## config.mk

```make
export PLATFORM = sky130hd
export DESIGN_NAME = vid_sprite_line_scan
export DESIGN_NICKNAME = d
export VERILOG_FILES = /design/src/rtl/vid_sprite_pkg.sv /design/src/rtl/vid_sprite_vis_cmp.sv /design/src/rtl/vid_sprite_line_scan.sv
export SDC_FILE = /design/constraint.sdc
export NUM_CORES = 1
export LEC_CHECK = 0
export ABC_CLOCK_PERIOD_IN_PS = 5840
export BUFFER_PORTS_ARGS = -buffer_cell sky130_fd_sc_hd__buf_2
export CAP_MARGIN = 10
export CELL_PAD_IN_SITES_DETAIL_PLACEMENT = 2
export CELL_PAD_IN_SITES_GLOBAL_PLACEMENT = 2
export CORE_MARGIN = 2
export CORE_UTILIZATION = 30
export CTS_CLUSTER_SIZE = 12
export DETAILED_ROUTE_END_ITERATION = 8
export GPL_TIMING_DRIVEN = 0
export HOLD_SLACK_MARGIN = 0.12
export PLACE_DENSITY_LB_ADDON = 0.1
export SYNTH_ARGS = -nofsm -noshare
export SYNTH_HDL_FRONTEND = slang
export SYNTH_SLANG_ARGS = --single-unit
```

## constraint.sdc

```tcl
create_clock -name clk -period 5.84 [get_ports clk]
set_input_delay 0.584 -clock clk [delete_from_list [all_inputs] [get_ports clk]]
set_output_delay 0.584 -clock clk [all_outputs]
set_load 0.02 [all_outputs]
```

## src/rtl/vid_sprite_pkg.sv

```systemverilog
// Shared definitions for the per-scanline sprite evaluator: attribute
// entry field positions, line width and the scan FSM state type.
package vid_sprite_pkg;

    localparam int unsigned LINE_W = 11;

    // Attribute entry layout (64 bits)
    localparam int unsigned X_LSB  = 0;
    localparam int unsigned Y_LSB  = 11;
    localparam int unsigned H_LSB  = 22;
    localparam int unsigned H_W    = 6;
    localparam int unsigned EN_BIT = 31;

    typedef enum logic [1:0] {
        ST_IDLE  = 2'd0,
        ST_SCAN  = 2'd1,
        ST_DRAIN = 2'd2
    } scan_state_t;

endpackage

```

## src/rtl/vid_sprite_vis_cmp.sv

```systemverilog
// Combinational vertical visibility test of one attribute entry against
// the current scanline. The 11-bit subtraction wraps, so sprites straddle
// the bottom/top of the 2048-line space naturally.
module vid_sprite_vis_cmp
    import vid_sprite_pkg::*;
(
    input  logic [63:0]       i_entry,
    input  logic [LINE_W-1:0] i_line,
    output logic              o_visible
);

    logic [LINE_W-1:0] w_y;
    logic [H_W-1:0]    w_h_m1;
    logic [LINE_W-1:0] w_dy;
    logic              w_unused_bits;

    assign w_y           = i_entry[Y_LSB +: LINE_W];
    assign w_h_m1        = i_entry[H_LSB +: H_W];
    assign w_unused_bits = &{1'b0, i_entry[63:32], i_entry[30:28], i_entry[X_LSB +: LINE_W]};

    // Row offset of the line inside the sprite, modulo 2048
    always_comb begin
        w_dy      = i_line - w_y;
        o_visible = i_entry[EN_BIT] && (w_dy <= LINE_W'(w_h_m1));
    end

endmodule

```

## src/rtl/vid_sprite_line_scan.sv

```systemverilog
// Per-scanline sprite evaluator. On line_start it walks all attribute
// entries in index order, builds the visible list for the pixel fetch
// engine and pulses done. Pipeline: address (k+1), data (k+2), list
// write (k+3), cycles counted from the line_start cycle.
// Optional build macro: SPRITE_SCAN_EARLY_STOP_EN (stop scanning once a
// visible entry finds the list already full).
module vid_sprite_line_scan
    import vid_sprite_pkg::*;
#(
    parameter int unsigned NUM_SPRITES  = 256,
    parameter int unsigned MAX_PER_LINE = 16
) (
    input  logic                            clk,
    input  logic                            reset,
    input  logic                            line_start,
    input  logic [LINE_W-1:0]               line_num,
    output logic                            mem_en,
    output logic [7:0]                      mem_addr,
    input  logic [63:0]                     mem_q,
    output logic                            list_we,
    output logic [$clog2(MAX_PER_LINE)-1:0] list_idx,
    output logic [63:0]                     list_data,
    output logic [7:0]                      list_sprite,
    output logic                            busy,
    output logic                            done,
    output logic [$clog2(MAX_PER_LINE):0]   count,
    output logic                            overflow
);

    localparam int unsigned IW = $clog2(MAX_PER_LINE);
    localparam int unsigned CW = IW + 1;
    localparam logic [7:0]  LAST_ADDR = 8'(NUM_SPRITES - 1);

    scan_state_t   r_state, w_state_nxt;
    logic          w_finish;
    logic          r_drain;
    logic [7:0]    r_addr;
    logic [LINE_W-1:0] r_line;
    logic          r_p1_valid;
    logic [7:0]    r_p1_idx;
    logic          r_p2_vis;
    logic [7:0]    r_p2_idx;
    logic [63:0]   r_p2_data;
    logic [CW-1:0] r_cnt;
    logic          r_ovf;
    logic          r_done;
    logic          w_vis;
    logic          w_full;
    logic          w_stop;

    vid_sprite_vis_cmp u_cmp (
        .i_entry   (mem_q),
        .i_line    (r_line),
        .o_visible (w_vis)
    );

    assign w_full = (r_cnt == CW'(MAX_PER_LINE));

    assign mem_en      = (r_state == ST_SCAN);
    assign mem_addr    = r_addr;
    assign list_we     = r_p2_vis && !w_full && !line_start;
    assign list_idx    = r_cnt[IW-1:0];
    assign list_data   = r_p2_data;
    assign list_sprite = r_p2_idx;
    assign busy        = (r_state != ST_IDLE);
    assign done        = r_done;
    assign count       = r_cnt;
    assign overflow    = r_ovf;

`ifdef SPRITE_SCAN_EARLY_STOP_EN
    // A write landing this cycle fills the list before this entry's turn
    logic w_full_eff;
    assign w_full_eff = w_full || ((r_cnt == CW'(MAX_PER_LINE - 1)) && list_we);
    assign w_stop     = (r_state == ST_SCAN) && r_p1_valid && w_vis && w_full_eff && !line_start;
`else
    assign w_stop = 1'b0;
`endif

    // State register
    always_ff @(posedge clk) begin
        if (reset) r_state <= ST_IDLE;
        else       r_state <= w_state_nxt;
    end

    // Next-state logic; line_start from any state (re)starts the scan
    always_comb begin
        w_state_nxt = r_state;
        w_finish    = 1'b0;
        case (r_state)
            ST_IDLE: begin
                if (line_start) w_state_nxt = ST_SCAN;
            end
            ST_SCAN: begin
                if (line_start)                w_state_nxt = ST_SCAN;
                else if (w_stop)               w_state_nxt = ST_DRAIN;
                else if (r_addr == LAST_ADDR)  w_state_nxt = ST_DRAIN;
            end
            ST_DRAIN: begin
                if (line_start) w_state_nxt = ST_SCAN;
                else if (r_drain) begin
                    w_state_nxt = ST_IDLE;
                    w_finish    = 1'b1;
                end
            end
            default: w_state_nxt = ST_IDLE;
        endcase
    end

    // Address sequencing, drain timer, latched line and done pulse
    always_ff @(posedge clk) begin
        if (reset) begin
            r_addr  <= '0;
            r_line  <= '0;
            r_drain <= 1'b0;
            r_done  <= 1'b0;
        end else begin
            r_done  <= w_finish;
            r_drain <= (r_state == ST_DRAIN) && !r_drain && !line_start;
            if (line_start) begin
                r_addr <= '0;
                r_line <= line_num;
            end else if (r_state == ST_SCAN && w_state_nxt == ST_SCAN) begin
                r_addr <= r_addr + 8'd1;
            end
        end
    end

    // Read-data tag and registered compare; line_start flushes in-flight entries
    always_ff @(posedge clk) begin
        if (reset) begin
            r_p1_valid <= 1'b0;
            r_p1_idx   <= '0;
            r_p2_vis   <= 1'b0;
            r_p2_idx   <= '0;
            r_p2_data  <= '0;
        end else begin
            r_p1_valid <= mem_en && !line_start && !w_stop;
            r_p1_idx   <= r_addr;
            r_p2_vis   <= r_p1_valid && w_vis && !line_start && !w_stop;
            r_p2_idx   <= r_p1_idx;
            r_p2_data  <= mem_q;
        end
    end

    // List occupancy and overflow; cleared at line_start, held after done
    always_ff @(posedge clk) begin
        if (reset) begin
            r_cnt <= '0;
            r_ovf <= 1'b0;
        end else if (line_start) begin
            r_cnt <= '0;
            r_ovf <= 1'b0;
        end else begin
            if (list_we)                        r_cnt <= r_cnt + CW'(1);
            if ((r_p2_vis && w_full) || w_stop) r_ovf <= 1'b1;
        end
    end

endmodule

```

==> Implementation_results.wiki <==
{| class="wikitable"
! Metric !! Value
|-
| Run status || finished, final reports clean
|-
| Highest-count cells in the layout ignoring fill and taps || 172 x sky130_fd_sc_hd__buf_2, 111 x sky130_fd_sc_hd__dfxtp_1, 68 x sky130_fd_sc_hd__nor2b_1
|-
| Maximum vdd ir drop || 112 µV
|-
| Clock latency reported for the late side of the worst-skew pair || 340 ps
|-
| Worst slew margin relative to its limit || 59.4%
|-
| Post-synth EDFFs || 0
|-
| Initial Utilization || 30.7%
|-
| Worst slack at placement || 2620 ps
|-
| Final number of max-transition violations || 0
|-
| Number of cells on the worst hold path || 1
|-
| Yosys top cell by area || sky130_fd_sc_hd__dfxtp_1
|-
| Vias per cell || 4.46
|-
| Setup Skew || 3.12 ps
|-
| Area growth from synthesis to layout || 33.5%
|-
| Yosys warning total || 0
|-
| Share of the synthesized area in the top cell type || 54.7%
|-
| First-pass GRT wire length || 17.9 mm
|-
| Core region area || 13200 µm²
|-
| Final Hold Vio Count || 0
|-
| Aggregate global-route resource usage || 15.9%
|-
| Final wirelength || 11.3 mm
|-
| Area enclosed by the die boundary || 14500 µm²
|-
| Static leakage || 2.66 nW
|-
| Residual antenna-violating net count after detailed routing || 0
|-
| Unrepaired setup endpoints after global routing || no
|-
| Mean instance size in the synthesized netlist || 10.2 µm²
|-
| Leading cell type in the layout, fill and taps excluded || sky130_fd_sc_hd__buf_2
|-
| Share of synthesized area occupied by flip-flops and latches || 54.7%
|-
| Number of hold-repair buffers added at the cts stage || 0
|-
| Pin count of the biggest net entering global routing || 18
|-
| Required time worst endpoint || 6090 ps
|-
| Setup violation total in the final timing report || 0
|-
| Clock-pin slew on the worst setup and hold paths || 70 ps
|-
| Cell types with the largest area share after synthesis || sky130_fd_sc_hd__dfxtp_1 55%, sky130_fd_sc_hd__nor2b_1 10%, sky130_fd_sc_hd__ha_1 5.9%
|-
| Netlist area before placement || 4060 µm²
|-
| Remaining Overflow, GRT || 0
|-
| Share of layout cells above drive strength 1 || 33.8%
|-
| Pin slew with the least headroom to its limit || 609 ps
|-
| Number of cells on the worst reg-to-reg path || 12
|-
| Vias in the first global route || 3526
|-
| Final TNS setup || 0 ps
|-
| CTS buffer count || 9
|-
| Primary flip-flop cell chosen by synthesis mapping || sky130_fd_sc_hd__dfxtp_1
|-
| Sink Count || 111
|-
| Nature of the critical path endpoint || flop
|-
| Setup CP Type || flop to flop
|-
| Io pins || 172
|-
| Fin crit share || 48.4%
|-
| CTS tree || done
|-
| Antenna violations before repair || 0
|-
| Routed length per placed instance || 14.8 µm
|-
| Diode insertion count for antenna repair || 0
|-
| Number of remaining DRC errors || 0
|-
| Power density over cell area || 297 nW/µm²
|-
| HPWL after detailed placement || 8.97 mm
|-
| Total vias in the final route || 3391
|-
| Data arrival time of the worst path || 3080 ps
|-
| Setup Fix Bufs, Post-CTS || 0
|-
| Chip Height || 120 µm
|-
| H-tree level count || 3
|-
| Post-layout net count || 678
|-
| Number of distinct library cell variants in the gate-level netlist after synthesis || 51
|-
| Cells after Synth || 399
|-
| Path class of the lowest-slack min-delay path || flop to flop
|-
| Iteration-0 DRC Markers || 95
|-
| Final RePlAce weighted congestion || 0.819
|-
| Post-route worst setup slack || 3010 ps
|-
| Count of buffers inserted at the top-level ports || 170
|-
| Root buffer cell || sky130_fd_sc_hd__clkbuf_16
|-
| Time the worst path needs with I/O delays and setup || 2830 ps
|-
| Highest Clock Rate || 354 MHz
|-
| Net count of the mapped netlist || 497
|-
| Proportion of synthesized flip-flops having asynchronous set or reset || 0%
|-
| Maximum count of clock buffers along a single path || 2
|-
| Number of max-capacitance violations reported || 0
|-
| Synth Register Bits || 111
|-
| CP startpoint kind || flop
|-
| Number of standard-cell rows in the floorplan || 42
|-
| Width of the die || 120 µm
|-
| Drt first pass iters || 4
|-
| Max Fanout on Critical Path || 5
|-
| Number of gates resized after CTS || 0
|}
-- critical path, stage by stage (launching register included) --
cell and delay (ps):
sky130_fd_sc_hd__dfxtp_1 340, sky130_fd_sc_hd__inv_1 50, sky130_fd_sc_hd__ha_1 200, sky130_fd_sc_hd__fa_1 440, sky130_fd_sc_hd__nor2b_4 140, sky130_fd_sc_hd__o31a_1 230
sky130_fd_sc_hd__a21oi_1 70, sky130_fd_sc_hd__ha_1 300, sky130_fd_sc_hd__nand2_1 90, sky130_fd_sc_hd__a21oi_1 50, sky130_fd_sc_hd__a2111oi_0 370, sky130_fd_sc_hd__o2111ai_1 190
sky130_fd_sc_hd__nor4_2 260
-- sequential cells by signal, summed over array words and instances (netlist names) --
signal	flops
count	5
done	1
list_data	64
list_sprite	8
mem_addr	8
overflow	1
r_drain	1
r_line	11
r_p1_idx	8
r_p1_valid	1
r_p2_vis	1
r_state	2
-- power by group --
part	switching [mW]	leakage, nW	internal, mW	total (mW)
Sequential	0.00927	0.915	0.786	0.795
Combinational	0.122	1.61	0.0870	0.209
Clock	0.274	0.140	0.333	0.608
-- path summary, 6_finish.rpt --
check | start | to | slack [ps]
worst min-delay path | r_p1_idx[3] | list_sprite[3] | 440
worst max register to register | r_line[0] | r_p2_vis | 3010
worst max-delay path | r_line[0] | r_p2_vis | 3010
worst min register to register | r_p1_idx[3] | list_sprite[3] | 440
-- metrics by stage --
step                cell area, µm²  util, %  cells  power [mW]  hold slack (ps)
floorplan                     4060        -    399       0.942              414
global placement              5130     38.7    745        1.02              420
detailed placement            5130     38.7    745        1.03              427
CTS                           5420     40.9    761        1.64              432
global route                  5420     40.9    761        1.70              448
finish                        5420     40.9    761        1.61              437
-- layout make-up --
cell class,count,area (µm²)
Fill cell,1518,7820
Multi-Input combinational cell,243,1650
Clock inverter,5,56.3
Buffer,18,85.1
Clock buffer,11,233
Sequential cell,111,2220
Timing Repair Buffer,170,851
Inverter,27,101
Tap cell,176,220
-- cells by family (layout without fill, tap and decap cells) --
kind of cell	count (synthesis)	count (layout)	synth area share [%]
multiplexers	13	13	3.21
adder cells (fa/ha/maj)	20	20	6.35
XOR/XNOR	14	14	3.02
buffers and inverters	45	231	4.59
AND/OR/NAND/NOR	161	161	21.6
AO/OA/AOI/OAI	35	35	6.47
flip-flops	111	111	54.7
-- cell usage after synthesis (all sizes together) (2+ instances only) --
| library cell | instances |
|---|---|
| o31ai | 2 |
| nand2b | 2 |
| o21a | 2 |
| nand3 | 5 |
| mux2i | 13 |
| nor3 | 5 |
| buf | 6 |
| o21ai | 9 |
| ha | 19 |
| a221oi | 2 |
| inv | 27 |
| nor2b | 69 |
| clkbuf | 12 |
| nor2 | 52 |
| nand2 | 10 |
| dfxtp | 111 |
| or2 | 3 |
| a21oi | 7 |
| xor2 | 8 |
| xnor2 | 6 |
| nand3b | 3 |
| nand4 | 5 |
-- layer usage --
layer,track usage [%],up-vias,share of wire (%)
met5,0,-,0
met4,5.67,0,1.5
met3,2.97,11,4.9
met2,28.9,100,52
met1,18.6,1631,42
li1,-,1649,-
(Power assumes the default switching activity.)
